File: config.mk
export PLATFORM = sky130hd
export DESIGN_NAME = and_arr_param
export DESIGN_NICKNAME = d
export VERILOG_FILES = /design/src/rtl/and_arr_pkg.sv /design/src/rtl/and_arr_lane.sv /design/src/rtl/and_arr_param.sv
export SDC_FILE = /design/constraint.sdc
export NUM_CORES = 1
export LEC_CHECK = 0
export BUFFER_PORTS_ARGS = -buffer_cell sky130_fd_sc_hd__buf_2
export CORE_AREA = 3 3 40 42
export DETAILED_ROUTE_END_ITERATION = 12
export DIE_AREA = 0 0 43 45
export PLACE_DENSITY_LB_ADDON = 0.08
export SLEW_MARGIN = 0
export SYNTH_ARGS = -nofsm -noshare
export SYNTH_HDL_FRONTEND = slang
export SYNTH_SLANG_ARGS = --single-unit
File: constraint.sdc
create_clock -name clk -period 1.43 [get_ports clk]
set_input_delay 0.429 -clock clk [delete_from_list [all_inputs] [get_ports clk]]
set_output_delay 0.429 -clock clk [all_outputs]
set_load 0.01 [all_outputs]
File: src/rtl/and_arr_pkg.sv
// Shared definitions for the logic-built multiplexer blocks: width limits and
// a one-hot test reused by every mux that checks its select vector.
package and_arr_pkg;

    localparam int AND_ARR_WIDTH_DEF = 2;
    localparam int AND_ARR_WIDTH_MAX = 64;

    // True when exactly one of the low w bits of v is set; bits at and above w are ignored.
    function automatic logic is_onehot(logic [AND_ARR_WIDTH_MAX-1:0] v, int w);
        int cnt;
        cnt = 0;
        for (int i = 0; i < AND_ARR_WIDTH_MAX; i++) begin
            if (i < w) cnt += int'(v[i]);
        end
        return (cnt == 1);
    endfunction

endpackage

File: src/rtl/and_arr_lane.sv
// One gating lane: y captures a & b whenever en is high, and is cleared by
// the synchronous reset.
module and_arr_lane (
    input  logic clk,
    input  logic rst,
    input  logic en,
    input  logic a,
    input  logic b,
    output logic y
);

    // NOTE: state flops take non-blocking assignments; reset is synchronous and wins over en.
    always_ff @(posedge clk) begin
        if (rst)     y <= 1'b0;
        else if (en) y <= a & b;
    end

endmodule

File: src/rtl/and_arr_param.sv
// Parameterised registered AND array: per-lane gating plus the mux OR-reduction,
// a one-hot select checker and the valid pipeline flop. All outputs come from flops.
module and_arr_param
    import and_arr_pkg::*;
#(
    parameter int WIDTH_I = AND_ARR_WIDTH_DEF
) (
    input  logic               clk,
    input  logic               rst,
    input  logic [WIDTH_I-1:0] in,
    input  logic [WIDTH_I-1:0] x,
    input  logic               in_valid,
    output logic [WIDTH_I-1:0] out,
    output logic               out_valid,
    output logic               mux_o,
    output logic               sel_err
);

    if (WIDTH_I < 1 || WIDTH_I > AND_ARR_WIDTH_MAX) begin : g_bad_width
        $fatal(1, "and_arr_param: WIDTH_I out of range 1..64");
    end

    for (genvar i = 0; i < WIDTH_I; i++) begin : g_lane
        and_arr_lane u_lane (
            .clk (clk),
            .rst (rst),
            .en  (in_valid),
            .a   (in[i]),
            .b   (x[i]),
            .y   (out[i])
        );
    end

    logic [WIDTH_I-1:0]           gated;
    logic [AND_ARR_WIDTH_MAX-1:0] x_ext;

    assign gated = in & x;
    assign x_ext = AND_ARR_WIDTH_MAX'(x);

    always_ff @(posedge clk) begin
        if (rst) begin
            out_valid <= 1'b0;
            mux_o     <= 1'b0;
            sel_err   <= 1'b0;
        end else begin
            out_valid <= in_valid;
            if (in_valid) begin
                mux_o   <= |gated;
                sel_err <= ~is_onehot(x_ext, WIDTH_I);
            end
        end
    end

endmodule

======== Word-level counts from Yosys, hierarchy flattened ========
Index checks and enable logic that the tools add are counted.
storage, ports and cells
  input bits .............................. 7
  register bits after elaboration ......... 5
operators by class
  equal/unequal tests ..................... 1
  mux-type cells .......................... 4
  add/sub/neg operators ................... 1
  bitwise operators ....................... 4
  reductions and logical operators ........ 1
operators with widths
  cell                                                  number
  2-to-1 mux 32 bit                                     4
  adder 32 x 2 -> 32 bit                                1
  equality test 32 x 2 -> 1 bit, second input constant  1
  bitwise AND 1 bit                                     2
  bitwise AND 2 bit                                     1
  OR reduction 2 bit                                    1
  inverter 1 bit                                        1

======== Logic depth before layout (Yosys ltp) ========
Gate-level depths: netlist (run 1).
  depth in word-level cells ............... 7
  gate-level depth with buffers ........... 2
  gate-level depth less buffers ........... 2

======== Hierarchy ========
Synthesis (run 1) repeated with hierarchy kept, for this count alone.
unflattened totals
  cell total of the unflattened synthesis .. 18
  area total of the unflattened synthesis .. 201.4 µm²
by module, submodules not included
  module         area each (µm²)  instances  cells an instance
  and_arr_param  121.4            1          10
  and_arr_lane   40.0             2          4

======== Least setup slack after synthesis (run 1) ========
No wires, ideal clock.
  path type ............................... flip-flop to output port
  start ................................... reg g_lane[0].u_lane.y
  end ..................................... out out[0]
  slack ................................... 585 ps
  stages on the path, launching flop included .. 2
  data arrival time ....................... 416 ps
  path through ............................ dfxtp_1 > buf_4
RTL lines
  item                    line                 RTL
  from (decl)             and_arr_lane.sv:9    output logic y
  from (signal assigned)  and_arr_lane.sv:15   else if (en) y <= a & b;
  to (decl)               and_arr_param.sv:13  output logic [WIDTH_I-1:0] out,
No word-level cell between the ends.

======== Final worst setup path (run 1) ========
  start ................................... reg sel_err
  end ..................................... out sel_err
RTL lines
  item                    line                 RTL
  from (decl)             and_arr_param.sv:16  output logic sel_err
  from (signal assigned)  and_arr_param.sv:49  sel_err <= ~is_onehot(x_ext, WIDTH_I);
No word-level cell between the ends.

==> impl_results.md, run 1 <==
* Setup bufs post-CTS at 0
* Std cell rows at 13
* Final Max Slew Viols at 0
* DP Area at 262.8 µm²
* WP buf/inv at 1
* Clk buf depth at 2
* Crit share post-route at 78.36%
* Clock Sinks at 5
* Post-DRT Antenna Nets at 0
* Post-synth cell types at 12
* Wire per inst at ~10 µm
* Req. time, crit path at 1.00 ns
* Mapped Avg Cell Area at 10.20 µm²
* Cell count after synthesis at 20
* GR Overflow Total at 0
* Min cycle time layout at between 1 and 1.5 ns
* Largest net degree at the start of global routing at 9
* RSZ-0062 raised after global routing: no
* Worst-margin pin slew at approximately 0.17 ns
* Die area at approximately 1900 µm²
* Resize count post-CTS at 0
* I/O Pins at 12
* Antenna diodes at 0
* Leakage Power at 0.1381 nW
* Outcome: finished clean
* Peak VDD IR at approximately 380 µV
* Crit path max fanout at 2
* DRC Markers at 0
* Sum Neg Setup Slack at 0 ns
* Final hold violations at 0
* Setup crit start kind: flip-flop
* IO buf count at 11
* Arrival time at the worst endpoint at 0.69 ns
* Via Count at roughly 180
* Initial Utilization at between 15 and 20%
* Hold Path Class: in -> reg
* Initial antenna violation count at 0
* CP peak stage delay at 0.32 ns
* Register area share after synthesis at 49.08%
* First drt pass iteration count at 2
* Die height at 45 µm
* Final setup vio count at 0
* Count of state elements after synthesis at 5
* Post-Syn Area at around 200 µm²
* Synthesis-to-finish area growth at 41.72%
* Crit end category: output port
* Fin util at between 20% and 30%
* Cts-stage hold buffer count at 0
* Post-route cell area at 289.0 µm²
* Cts bufs inserted at 3
* Die X at approximately 43 µm
* Power per cell area at 1244 nW/µm²
* Final Net Count at just over 40
* CTS root buffer: clkbuf_4
* Worst rel slew slack at between 80% and 90%
* Critical path's slowest cell: dfxtp_1
* WL final at roughly 500 µm
* TritonCTS clock tree: built
* Synth warn at 0
* Crit Path Class: reg -> out
* Reg clk slew, reported paths at ~0.050 ns
* MaxCap Viol Count at 0
* Clock Latency Late Sink at 0.24 ns
* GRT Total Usage at between 5 and 6%
* Iter 0 DRT Violations at 1
* Vias in the first global route at around 170
* Final Skew at 0 ns
* Fmax at between 800 and 900 MHz
* H-tree depth at 1
* Vias per std cell at ~3.8
* Synth Net Count at 27
* First-pass GRT wire length at roughly 760 µm
* Critical-path cell list: buf_2
* CORE AREA at approximately 1300 µm²
* GPL Wtd Cong at around 0.7
* Share of cells above drive strength 1 at a little under half
* Cell family with most CP delay: flip-flops
layer usage:
layer | routed length [µm] | GRT usage, % | up-vias
met2 | 183 | 6.287 | 10
met5 | 0 | 0 | -
met1 | 236 | 6.024 | 77
li1 | - | - | 94
met4 | 0 | 7.229 | 0
met3 | 82 | 5.578 | 0
stage by stage:
step / worst slack, ns / power, mW / hold slack [ns] / instances
after floorplan: 0.5849 / 0.1746 / 0.4438 / 20
after global placement: 0.4436 / 0.1969 / 0.4596 / 44
after detailed placement: 0.4424 / 0.1965 / 0.4687 / 44
after CTS: 0.2892 / 0.3718 / 0.4321 / 48
after global routing: 0.2515 / 0.3834 / 0.4427 / 48
final: 0.3094 / 0.3596 / 0.4399 / 48
power breakdown:
group          total [mW]  internal, mW  switching, mW
Sequential          0.151         0.148        0.00293
Combinational      0.0431        0.0216         0.0215
Clock               0.166         0.106         0.0603
Total               0.360         0.275         0.0848
synth_stat cells:
cell	n	area share [%]
a211oi_1	1	3.7
buf_4	2	7.4
nor2b_4	1	6.7
a22oi_1	1	3.7
nand2b_1	2	6.1
nand3_1	2	4.9
xnor2_1	1	4.3
nor3b_1	1	3.7
dfxtp_1	5	49
nor2_1	1	1.8
a21o_1	1	3.7
a21oi_1	2	4.9
logic make-up (layout without fill, tap and decap cells):
family,count (synthesis),in the layout,synth area share [%]
flops,5,5,49.08
compound gates,5,5,15.96
xor+xnor,1,1,4.295
buf+inv,2,15,7.360
simple gates,7,7,23.31
worst paths after layout:
path / slack (ns) / to / startpoint / cells after the start
worst max-delay path: 0.31 / sel_err / sel_err / 1
worst max register to register: 0.74 / sel_err / sel_err / 2
worst min-delay path: 0.44 / out_valid / rst / 2
worst min register to register: 0.47 / g_lane[1].u_lane.y / g_lane[1].u_lane.y / 2
sequential cells by signal (all words and copies together) (netlist names):
name             flops
mux_o                1
out_valid            1
sel_err              1
g_lane.u_lane.y      2
layout make-up:
type / count / area [µm²]
fillers: 152 / 996.0
repair buffers: 11 / 55.05
well taps: 15 / 18.77
multi-input cells: 13 / 88.84
flip-flops and latches: 5 / 100.1
clock buffers: 4 / 26.28
cell usage in the layout, fill, tap and decap left out, drive strengths merged, types with 2 or more instances in the layout:
cell type	count
a21oi	2
buf	11
clkbuf	4
dfxtp	5
nand2b	2
nand3	2
No activity file was read; power rests on OpenSTA's default activity.
==> run 2: changes to the inputs <==
--- a/config.mk
+++ b/config.mk
@@ -5,6 +5,7 @@
 export SDC_FILE = /design/constraint.sdc
 export NUM_CORES = 1
 export LEC_CHECK = 0
+export ABC_AREA = 1
 export BUFFER_PORTS_ARGS = -buffer_cell sky130_fd_sc_hd__buf_2
 export CORE_AREA = 3 3 40 42
 export DETAILED_ROUTE_END_ITERATION = 12
==> constraint.sdc (replaced) <==
create_clock -name clk -period 1 [get_ports clk]
set_input_delay 0.3 -clock clk [delete_from_list [all_inputs] [get_ports clk]]
set_output_delay 0.3 -clock clk [all_outputs]
set_load 0.01 [all_outputs]
==> run 2 against run 1 <==
Effect of this change:
- clock-buffer cell count unchanged
- sequential power up 45%
- clock power up 43%
- combinational power up 52%
- final cell count up 19%
- sequential share of layout area down 1.8 points
- via count up 15%
- synthesized cell count up 45%
- final area up 11%
- critical path type unchanged
- largest power group unchanged
==> impl_results.md, run 2 <==
* Fmax at 1024 MHz
* First-pass GRT wire length at 724 µm (-4.6%)
* Fraction of registers with async set/reset at 0% (unchanged)
* Synth Net Count at 36 (+33%)
* Die area at 1935 µm² (unchanged)
* Placed Cells incl. Taps at 53 (+20%)
* CORE AREA at 1285 µm² (unchanged)
* GPL Wtd Cong at 0.6283 (-10%)
* Leading area contributor after synthesis: dfxtp_1
* Register area share after synthesis at 48.78% (-0.30 points)
* CTS root buffer: clkbuf_4
* Final hold violations at 0 (unchanged)
* Critical path's slowest cell: dfxtp_2
* Most frequent cells after synthesis: 7 x nand2_1, 6 x inv_1, 5 x dfxtp_1
* Synth top area share at 48.78% (-0.30 points)
* Arrival time at the worst endpoint at 0.68 ns (about the same)
* Post-synth cell types at 7 (-5)
* Clk pwr share at 45.6% (-0.5 points)
* GRT Total Usage at 5.760% (-0.24 points)
* Vias per std cell at 3.667 (-2.8%)
* Initial Utilization at 15.97% (+0.097 points)
* I/O Pins at 12 (unchanged)
* Crit Path Class: reg -> out
* RR Startpoint: mux_o
* Final Skew at 0 ns (unchanged)
* Largest Register: g_lane.u_lane.y
* Cts bufs inserted at 3 (unchanged)
* Number of flip-flops in the largest register at 2 (unchanged)
* Worst Hold Launch: rst
* Power per cell area at 1628 nW/µm² (+31%)
* Via Count at 209 (+15%)
* Synth warn at 0 (unchanged)
* Cell family with most CP delay: flip-flops
* Reg clk slew, reported paths at 0.05 ns (about the same)
* CP peak stage delay at 0.32 ns (about the same)
* GR Overflow Total at 0 (unchanged)
* Cell count after synthesis at 29 (+45%)
* Outcome: finished clean
* Worst rel slew slack at 92.15% (+3.8 points)
* TritonCTS clock tree: built
* Non-filler cells, final at 57 (+19%)
* EDFF count, synth at 0 (unchanged)
* Iter 0 DRT Violations at 4 (+3)
* IO buf count at 11 (unchanged)
* WL final at 485 µm (-3.4%)
* Die X at 43 µm (unchanged)
* MaxCap Viol Count at 0 (unchanged)
* Clk buf depth at 2 (unchanged)
* Seq pwr share at 41.9% (about the same)
* Register area at 105.1 µm² (+5.0%)
* Psw at 0.1234 mW (+46%)
* Fill count at 143 (-5.9%)
* Post-DRT Antenna Nets at 0 (unchanged)
* Die height at 45 µm (unchanged)
* PnR worst setup slack at 0.02298 ns (-0.2864 ns)
* Fin util at 24.93% (+2.4 points)
* Internal power at 0.3980 mW (+45%)
* Mapped Avg Cell Area at 7.076 µm² (-31%)
* Logic pwr share at 12.5% (+0.5 points)
* Detailed-placement wirelength estimate at 388 µm
* Critical-path cell list: buf_6
* Synthesis-to-finish area growth at 56.10%
* Min cycle time layout at roughly 0.98 ns
* Area occupied by multi-input gates at 67.56 µm² (-24%)
* DRC Markers at 0 (unchanged)
* Crit end category: output port
* Largest net degree at the start of global routing at 6 (-3)
* Setup crit start: g_lane[0].u_lane.y
* DP Area at 264.0 µm² (+0.48%)
* Wire per inst at 8.509 µm (-19%)
* Synth area leaders: dfxtp_1 49%, nand2_1 13%, inv_1 11%
* Peak VDD IR at 857.2 µV (+130%)
* Std cell rows at 13 (unchanged)
* Clock Latency Late Sink at 0.24 ns (about the same)
* Worst-margin pin slew at 0.1176 ns (-0.05651 ns)
* Crit path max fanout at 2 (unchanged)
* Count of state elements after synthesis at 5 (unchanged)
* Final Max Slew Viols at 0 (unchanged)
* Setup crit start kind: flip-flop
* Top FF cell, synth: dfxtp_1
* Final setup vio count at 0 (unchanged)
* WP buf/inv at 1 (unchanged)
* Leakage Power at 0.1763 nW (+28%)
* Hold Path Class: in -> reg
* RSZ-0062 raised after global routing: yes
* Share of cells above drive strength 1 at 42.86% (-2.6 points)
* H-tree depth at 1 (unchanged)
* First drt pass iteration count at 4 (+2)
* Top-count cell post-synth: nand2_1
* Post-route cell area at 320.3 µm² (+11%)
* Commonest cells after routing, fill and taps aside: 7 x nand2_1, 7 x buf_2, 6 x inv_1
* Initial antenna violation count at 0 (unchanged)
* Req. time, crit path at 0.70 ns (-0.30 ns)
* Sw Share at 23.67% (+0.10 points)
* Clock Sinks at 5 (unchanged)
* Final Net Count at 50 (+22%)
* Post-Syn Area at 205.2 µm² (+0.61%)
* Post-Place Setup Slack at 0.1559 ns (-0.2866 ns)
* Vias in the first global route at 165 (-4.6%)
* Antenna diodes at 0 (unchanged)
* Crit share post-route at a little over nine tenths
-- run 2: final cells by class --
| class | instances | share of cell area, % |
|---|---|---|
| flip-flops and latches | 5 | 32.81 |
| repair buffers | 11 | 25.00 |
| multi-input cells | 16 | 21.09 |
| clock buffers | 4 | 8.203 |
| inverters | 6 | 7.031 |
| well taps | 15 | 5.859 |
-- run 2: cells by family (layout without fill, tap and decap cells) --
family                 after synthesis  in the layout  synth area share, %
DFF                                  5              5                48.78
buffers and inverters                8             21                18.29
AOI/OAI and AO/OA                    2              2                4.878
and+or+nand+nor                     14             14                28.05
-- run 2: power by group through the flow --
stage / combinational (mW) / sequential (mW) / clock (mW)
after floorplan: 0.0262 / 0.222 / 0
after global placement: 0.0571 / 0.218 / 0
after detailed placement: 0.0569 / 0.219 / 0
after CTS: 0.0573 / 0.216 / 0.251
after global routing: 0.0750 / 0.219 / 0.276
final: 0.0653 / 0.219 / 0.238
-- run 2: what timing repair did --
item,4_1_cts,5_1_grt
hold buffers,0,0
buffers inserted,0,0
gates resized for setup,3,5
setup endpoints to repair,3,4
-- run 2: path summary, 6_finish.rpt --
check | endpoint | slack, ns | cells past startpoint
max | out[0] | 0.02 | 1
min | g_lane[0].u_lane.y | 0.27 | 2
max reg2reg | mux_o | 0.36 | 4
min reg2reg | g_lane[0].u_lane.y | 0.47 | 2
-- run 2: metal layers --
metal	GRT usage [%]	vias to the layer above	share of wire, %
met5	0	-	0
met4	0	0	0
met3	7.570	0	15
met2	8.383	9	50
met1	5.340	89	35
li1	-	111	-
-- run 2: stage by stage --
stage          power [mW]  setup TNS (ns)  hold slack, ns
6_report           0.5214               0          0.2703
5_1_grt            0.5705        -0.03513          0.2626
4_1_cts            0.5248               0          0.2652
3_5_place_dp       0.2758               0          0.4572
3_3_place_gp       0.2755               0          0.4522
2_1_floorplan      0.2486               0          0.3691
